$ cat config.mk
export PLATFORM = sky130hd
export DESIGN_NAME = cic_decim_comb
export DESIGN_NICKNAME = d
export VERILOG_FILES = /design/src/rtl/cic_decim_comb.sv
export SDC_FILE = /design/constraint.sdc
export NUM_CORES = 1
export LEC_CHECK = 0
export CAP_MARGIN = 25
export CORE_UTILIZATION = 55
export CTS_CLUSTER_DIAMETER = 60
export CTS_CLUSTER_SIZE = 28
export DETAILED_ROUTE_END_ITERATION = 8
export GPL_TIMING_DRIVEN = 0
export PLACE_DENSITY = 0.74
export SLEW_MARGIN = 25
export SYNTH_ARGS = -nofsm -noshare
export SYNTH_HDL_FRONTEND = slang
export SYNTH_SLANG_ARGS = --single-unit
$ cat constraint.sdc
create_clock -name clk -period 6.3 [get_ports clk]
set_input_delay 1.26 -clock clk [delete_from_list [all_inputs] [get_ports clk]]
set_output_delay 1.26 -clock clk [all_outputs]
set_load 0.03 [all_outputs]
$ cat src/rtl/cic_decim_comb.sv
// cic_decim_comb: decimate-by-R plus D pipelined comb (differentiator) stages,
// differential delay of one decimated sample. Consumes the full-rate, wrapping
// two's-complement output of a matching D-stage integrator and emits one
// strobe-qualified, optionally scaled sample per decimated period.
// All comb arithmetic wraps modulo 2^INPUT_WIDTH, matching the integrator.
module cic_decim_comb #(
    parameter int D            = 3,
    parameter int R            = 8,
    parameter int INPUT_WIDTH  = 20,
    parameter int OUTPUT_WIDTH = 20,
    parameter int SHIFT        = 0,
    localparam int PHASE_WIDTH = (R > 1) ? $clog2(R) : 1
) (
    input  logic                           clk,
    input  logic                           rst,
    input  logic signed [INPUT_WIDTH-1:0]  Xin,
    input  logic                           Xvalid,
    output logic signed [OUTPUT_WIDTH-1:0] Dout,
    output logic                           Dvalid,
    output logic [PHASE_WIDTH-1:0]         Phase
);

    // Parameter sanity: the output window must lie inside the comb word.
    if (SHIFT + OUTPUT_WIDTH > INPUT_WIDTH) begin : gBadOutputWindow
        $error("cic_decim_comb: SHIFT + OUTPUT_WIDTH must not exceed INPUT_WIDTH");
    end
    if (R < 1) begin : gBadRatio
        $error("cic_decim_comb: R must be at least 1");
    end
    if (D < 1) begin : gBadStages
        $error("cic_decim_comb: D must be at least 1");
    end

    logic [PHASE_WIDTH-1:0] phase_q;
    logic [PHASE_WIDTH-1:0] phase_d;
    logic                   lastPhase;
    logic [INPUT_WIDTH-1:0] dec_q;
    logic                   v0_q;

    // Stage k reads stageX[k-1]/stageV[k-1]; index 0 is the decimation register.
    logic [D:0][INPUT_WIDTH-1:0] stageX;
    logic [D:0]                  stageV;

    // Phase counter next state: advances only on valid input, wrapping at R-1.
    always_comb begin
        lastPhase = (phase_q == PHASE_WIDTH'(R - 1));
        phase_d   = phase_q;
        if (Xvalid) begin
            phase_d = lastPhase ? '0 : phase_q + 1'b1;
        end
    end

    // Decimation: keep the last valid sample of each period of R valid inputs.
    always_ff @(posedge clk) begin
        if (rst) begin
            phase_q <= '0;
            dec_q   <= '0;
            v0_q    <= 1'b0;
        end else begin
            phase_q <= phase_d;
            v0_q    <= Xvalid && lastPhase;
            if (Xvalid && lastPhase) begin
                dec_q <= Xin;
            end
        end
    end

    assign stageX[0] = dec_q;
    assign stageV[0] = v0_q;

    for (genvar k = 1; k <= D; k++) begin : gComb
        logic [INPUT_WIDTH-1:0] dly_q;
        logic [INPUT_WIDTH-1:0] diff_q;
        logic                   v_q;

        // Comb stage: difference against the previous decimated sample, only
        // updated when the upstream stage presents a new sample.
        always_ff @(posedge clk) begin
            if (rst) begin
                dly_q  <= '0;
                diff_q <= '0;
                v_q    <= 1'b0;
            end else begin
                v_q <= stageV[k-1];
                if (stageV[k-1]) begin
                    diff_q <= stageX[k-1] - dly_q;
                    dly_q  <= stageX[k-1];
                end
            end
        end

        assign stageX[k] = diff_q;
        assign stageV[k] = v_q;
    end

    // Scaling is a plain bit-window of the final comb register, so Dout holds
    // its value between strobes for free.
    assign Dout   = stageX[D][SHIFT+OUTPUT_WIDTH-1:SHIFT];
    assign Dvalid = stageV[D];
    assign Phase  = phase_q;

endmodule

== Word level (Yosys, flattened, before mapping) ==
Cells that the tools add are included.

* Register bits: 147
* Input port bits: 23
* Output and inout bits: 24
* Word-level logic and storage cells: 19

* $add $sub $neg: 4
* Equal/unequal tests: 1
* Mux-type cells: 1
* Reductions and logical operators: 1

{| class="wikitable"
|+ Operators by type and width
! kind !! number
|-
| $sub A20 B20 Y20 || 3
|-
| $add A3 B1 Y3 const B || 1
|-
| $eq A3 B3 Y1 const B || 1
|-
| $mux W3 || 1
|-
| $logic_and A1 B1 Y1 || 1
|}

== Longest topological paths before layout ==
Gate-level depths: netlist of run 1.

* Depth after elaboration: 2
* Gate-level depth with buffers: 10
* Mapped depth without buffers: 10

== Least setup slack after synthesis of run 1 ==
Ideal clock, no wire load.

* Path type: input-to-reg
* Start point: in rst
* End point: reg gComb[3].diff_q[14] (netlist: Dout[14])
* Library setup time: 122 ps
* Data arrival time: 2216 ps
* Data required time: 6178 ps
* Path slack: 3962 ps
* Stages on the path: 5
* Path buffers: 2
* Cell sequence: clkbuf_1 inv_1 clkbuf_1 o2111a_1 a311o_1

{| class="wikitable"
|+ RTL lines
! element !! RTL line !! source
|-
| start, declared || 15 || <nowiki>input logic rst,</nowiki>
|-
| end signal, assigned || 86 || <nowiki>diff_q <= stageX[k-1] - dly_q;</nowiki>
|-
| end, declared || 73 || <nowiki>logic [INPUT_WIDTH-1:0] diff_q;</nowiki>
|}

== Worst setup path in the final report of run 1 ==
* Start point: in rst
* End point: reg gComb[1].diff_q[12]

{| class="wikitable"
|+ RTL lines
! element !! RTL line
|-
| end signal, assigned || 86
|-
| end, declared || 73
|}

No word-level cell between the ends.

==> run_results.csv, run 1 <==
group,metric,value,unit
detailed_routing,drtAntennaViolNets,0,
power,p_total,1.92,mW
cts,cts_resized,0,
worst_setup_path,crit_path_start_kind,"primary input",
grt,grt_pass1_vias,6043,
detailed_routing,drt_pass1_iterations,5,
logic_synthesis,avgSynthCellArea,8.64,sq um
sta,worstMarginPinSlew,0.837,ns
worst_setup_path,crit_type,"in2reg",
cells_and_area,drive_above_1_share,0.0405,
sta,rsz0062_at_grt,"false",
detailed_routing,vias,6572,
die,die_area,15200,sq um
logic_synthesis,synth-main-ff-cell,"dfxtp_1",
cells_and_area,layout_common_cells,"dfxtp_1 (147), nor2_1 (115), inv_1 (79), mux2i_1 (79)",
placed_design,place_inst,1161,
power,internal_power,1.46,mW
logic_synthesis,synth_area,8090,sq um
cts,cts-htree-levels,4,
power,max-vdd-ir-drop,206,uV
cells_and_area,diodes,0,
grt,grt_pass1_wl,28700,microns
logic_synthesis,yosysWarnings,0,
logic_synthesis,yosysTopAreaCell,"dfxtp_1",
logic_synthesis,ys_ff_latch,147,
status,outcome,"complete, no violations",
placed_design,port-buffer-count,45,
cells_and_area,fin_nets,1085,
cts,clk_pin_slew,0.06,ns
cts,clockBufferDepth,2,
cts,tritoncts.num_buffers,17,
logic_synthesis,syn_nets,1021,
detailed_routing,wl,17400,microns
logic_synthesis,synth-async-reset-ratio,0,
grt,grt_max_degree,17,
die,dieHeight,123,microns
power,pwr_density_cell,206,nW/um^2
power,power_frac_seq,0.486,
worst_hold_path,hold_class,"reg2reg",
sta,period_share,0.450,
cts,insertion_delay,0.43,ns
sta,tns,0,ns
grt,grt_usage,0.245,
worst_hold_path,hold_path_depth,2,
worst_setup_path,crit_arrival,3.12,ns
logic_synthesis,synth_edf_count,0,
sta,drv_slew,0,
cts,cts_sinks,147,
placed_design,dp_hpwl,13200,microns
logic_synthesis,yosysSeqAreaShare,0.364,
logic_synthesis,synth_top_area_frac,0.364,
detailed_routing,drt_first_iter_violations,396,
power,pwr-share-comb,0.025,
sta,setup_violations,0,
cells_and_area,area_growth,15.2,%
sta,finalClockSkew,0.00571,ns
power,p_leak,3.65,nW
die,initial_core_util,0.574,
die,core-area,14100,sq um
sta,fmax,353,MHz
logic_synthesis,synth_cells,936,
cts,cts-hold-fix-buffers,0,
worst_setup_path,worstPathMaxFanout,10,
sta,layout_setup_ws,3.47,ns
detailed_routing,via_per_inst,5.51,
die,rows,43,
detailed_routing,wl_per_cell,14.6,microns
sta,hold_viol,0,
cts,post_cts_buffers,0,
placed_design,dp_slack,3.08,ns
grt,antenna_found_initial,0,
power,power.switching,0.454,mW
worst_setup_path,cp-end-kind,"flop",
cts,cts-root-buf,"clkbuf_16",
detailed_routing,drc,0,
worst_setup_path,required,6.58,ns
die,die_x,123,microns
cells_and_area,mostFrequentLayoutCell,"dfxtp_1",
power,clkPwrFrac,0.488,
placed_design,routabilityCongestion,0.900,
sta,period_needed,2.83,ns
logic_synthesis,synth_cell_types,63,
logic_synthesis,synthTopCellsByArea,"dfxtp_1 (36%), mux2i_1 (9.8%), ha_1 (9.1%), nor2_1 (5.3%), inv_1 (3.7%)",
flow_run,drv_cap,0,
die,ioPinCount,47,
grt,gr-total-overflow,0,
power,switching_share,0.237,
cells_and_area,fin_cells,1193,
cts,cts_tree,"yes",
worst_setup_path,rr_worst_depth,10,
sta,max_slew_margin,0.442,
## synthesized netlist by cell type (4+ instances only)
cell type and count:
dfxtp_1 147, nor2_1 115, inv_1 79, mux2i_1 79, ha_1 59, nand2_1 59, a21oi_1 56, clkbuf_1 37
a21o_1 23, a22o_1 20, o21ai_0 18, o21ai_1 16, xor2_1 16, a211oi_1 14, nor3_1 14, nand3_1 13
o21a_1 13, xnor2_1 13, nand2b_1 11, and3_1 10, o31ai_1 10, or3_1 10, a31oi_1 7, and2_1 7
nand4_1 6, nor2b_1 6, o211ai_1 6, nand3b_1 5, o22ai_1 5, a32o_1 4, buf_1 4
## kinds of logic after synthesis
family | share of synthesized area
muxes | 0.0977
buffers and inverters | 0.0563
and+or+nand+nor | 0.147
xor gates and xnor gates | 0.0314
DFF | 0.364
adders and majority gates | 0.0987
AOI/OAI and AO/OA | 0.205
## registers in the layout, summed over array words and instances (netlist names)
| name | cells |
|---|---|
| gComb.dly_q | 60 |
| Dvalid | 1 |
| Phase | 3 |
| Dout | 20 |
| v0_q | 1 |
| dec_q | 20 |
| gComb.diff_q | 40 |
| gComb.v_q | 2 |
## final cells by class
cell class / count / area [sq um]
clock inverter: 15 / 128
fill: 1227 / 4780
multi-input combinational: 668 / 4690
inverter: 79 / 297
clock buffer: 17 / 425
tap: 180 / 225
buffer: 42 / 159
sequential: 147 / 2940
timing repair buffer: 45 / 450
## through the flow
stage | hold WS, ns | instance area (sq um) | utilization
2_1_floorplan | 0.445 | 8090 | -
3_3_place_gp | 0.436 | 8770 | 0.622
5_1_grt | 0.478 | 9320 | 0.661
3_5_place_dp | 0.442 | 8770 | 0.622
4_1_cts | 0.451 | 9320 | 0.661
6_report | 0.444 | 9320 | 0.661
## layer usage
layer  up-vias  global-route usage  share of wire
li1       3453                   -              -
met1      2996               0.295           0.46
met2        95               0.428           0.49
met3        28              0.0540          0.028
met4         0              0.0858          0.018
met5         -                   0              0
## final timing paths
check	endpoint	slack, ns	from
hold reg to reg	Dout[17]	0.44	Dout[17]
hold / removal	Dout[17]	0.44	Dout[17]
setup reg to reg	gComb[2].diff_q[14]	3.71	gComb[1].diff_q[0]
setup / recovery	gComb[1].diff_q[12]	3.47	rst
## power by group through the flow
stage          Sequential (mW)  Combinational [mW]  Clock, mW
2_1_floorplan            0.955              0.0175          0
3_3_place_gp             0.953              0.0484          0
3_5_place_dp             0.953              0.0485          0
4_1_cts                  0.932              0.0487      0.952
5_1_grt                  0.932              0.0513      0.995
6_report                 0.932              0.0483      0.936
## worst max-delay path: stages
cell and delay (ns):
clkbuf_1 0.37, clkbuf_1 0.62, clkbuf_1 0.66, o22ai_1 0.20
Note: power is estimated with default switching activity, not from simulation.
==> inputs of run 2 (changes only) <==
Settings changed: CORE_UTILIZATION 55 to 54, PLACE_DENSITY 0.74 to 0.76.
Clock period 6.3 ns to 2.4 ns, I/O delays scaled along.
==> run_results.csv, run 2 (same netlist as run 1, synthesis figures left out) <==
group,metric,value,unit
detailed_routing,drt_first_iter_violations,328,
grt,gr-total-overflow,0,
detailed_routing,vias,6815,
grt,grt_max_degree,17,
detailed_routing,drt_pass1_iterations,5,
sta,tns,-0.0326,ns
cells_and_area,diodes,0,
cells_and_area,regArea,2950,sq um
grt,grt_usage,0.241,
detailed_routing,wl,18800,microns
worst_setup_path,reg2reg_from,"gComb[1].dly_q[6]",
placed_design,placed_area,8770,sq um
die,initial_core_util,0.555,
worst_setup_path,slowest_delay,0.51,ns
detailed_routing,wl_per_cell,15.5,microns
sta,period_share,1.01,
sta,hold_viol,0,
die,core-area,14600,sq um
worst_setup_path,worstPathMaxFanout,5,
placed_design,port-buffer-count,45,
power,p_leak,3.80,nW
worst_setup_path,crit_type,"reg2reg",
sta,layout_setup_ws,-0.0309,ns
worst_setup_path,setup.worst_path.start,"gComb[1].dly_q[6]",
cts,cts-htree-levels,4,
cells_and_area,fin_util,0.666,
cells_and_area,largest_register_ffs,60,
cells_and_area,drive_above_1_share,0.0957,
die,dieHeight,124,microns
cells_and_area,largest_register,"gComb.dly_q",
worst_hold_path,hold_class,"reg2reg",
detailed_routing,via_per_inst,5.64,
die,die_area,15500,sq um
sta,drv_slew,0,
worst_setup_path,path_cells,"inv_2, ha_4, buf_4, a21oi_1, a21oi_2, o311ai_2, a211o_2, a211oi_4, or4_4, a32o_2",
die,ioPinCount,47,
sta,rsz0062_at_grt,"true",
worst_setup_path,required,2.73,ns
worst_setup_path,cp_top_family,"compound AO/OA/AOI/OAI gates",
cts,clk_pin_slew,0.06,ns
flow_run,drv_cap,0,
cells_and_area,layout_common_cells,"dfxtp_1 (140), nor2_1 (114), mux2i_1 (79), inv_1 (77), nand2_1 (59)",
grt,grt_pass1_vias,6277,
cts,tritoncts.num_buffers,17,
cts,insertion_delay,0.44,ns
power,pwr_density_cell,546,nW/um^2
cts,clockBufferDepth,2,
cells_and_area,fillCellCount,1197,
worst_setup_path,cp-end-kind,"flop",
die,rows,44,
worst_setup_path,crit_arrival,2.76,ns
sta,max_slew_margin,0.457,
grt,antenna_found_initial,0,
placed_design,dp_hpwl,13300,microns
cts,cts_tree,"yes",
worst_setup_path,critPathSlowestCell,"or4_4",
cts,cts-root-buf,"clkbuf_16",
detailed_routing,drc,0,
grt,grt_pass1_wl,30200,microns
status,violations,"negative setup slack",
power,p_total,5.31,mW
cts,cts_sinks,147,
worst_setup_path,path_buf_inv,2,
worst_hold_path,hold_start,"Dout[19]",
status,outcome,"complete, but fails checks",
cells_and_area,fin_nets,1096,
die,die_x,124,microns
sta,worstMarginPinSlew,0.814,ns
cells_and_area,mostFrequentLayoutCell,"dfxtp_1",
worst_setup_path,crit_path_start_kind,"flop",
sta,setup_violations,2,
cells_and_area,area_growth,20.1,%
detailed_routing,drtAntennaViolNets,0,
cells_and_area,multi_input_area,4930,sq um
sta,fmax,411,MHz
sta,period_needed,2.43,ns
cells_and_area,final_cell_area,9720,sq um
sta,whs,0.446,ns
cells_and_area,top_regs,"gComb.dly_q x60, gComb.diff_q x40",
placed_design,routabilityCongestion,0.917,
power,max-vdd-ir-drop,513,uV
sta,finalClockSkew,0.00847,ns
## run 2: timing repair
item                                   CTS  global route
hold buffers                             0             0
setup endpoints to repair               11            19
setup buffers                            3            10
endpoints found under the hold margin    0             0
resized for setup                       15            42
pin swaps                                9            18
## run 2: final timing paths
| path | end | slack (ns) | cells past startpoint |
|---|---|---|---|
| worst min register to register | Dout[19] | 0.45 | 2 |
| worst max-delay path | gComb[1].diff_q[17] | -0.03 | 10 |
| worst min-delay path | Dout[19] | 0.45 | 2 |
| worst max register to register | gComb[1].diff_q[17] | -0.03 | 10 |
## run 2: metal layers
layer  global-route usage  routed length (microns)  vias to the layer above
met3               0.0477                      590                       32
met2                0.422                     9330                      138
met5                    0                        0                        -
li1                     -                        -                     3464
met4               0.0999                      449                        0
met1                0.287                     8400                     3181
## run 2: final cells by class
type | instances | share of cell area
buffer | 40 | 0.0156
clock buffer | 18 | 0.0442
clock inverter | 14 | 0.0182
inverter | 79 | 0.0305
multi-input combinational | 668 | 0.508
sequential | 147 | 0.304
tap | 184 | 0.0237
timing repair buffer | 58 | 0.0564
## run 2: worst min-delay path: stages (launching register included)
cell	delay [ns]
dfxtp_1	0.31
nand2_1	0.05
o21ai_1	0.05
## run 2: through the flow
step	setup WS, ns	std cells
2_1_floorplan	0.101	936
3_3_place_gp	-0.125	1165
3_5_place_dp	-0.149	1165
4_1_cts	-0.0424	1200
5_1_grt	-0.136	1208
6_report	-0.0309	1208
## run 2: report_power, final
part           leakage, nW  internal (mW)  switching, mW  total (mW)
logic                 2.32         0.0489         0.0794       0.128
clock network        0.297           1.65           1.08        2.73
registers             1.19           2.44        0.00318        2.45
==> inputs of run 3 (changes only) <==
Settings changed: CTS_CLUSTER_SIZE 28 to 14.
==> results of run 3 <==
The final DEF is identical to that of run 2; final timing and power are the same.
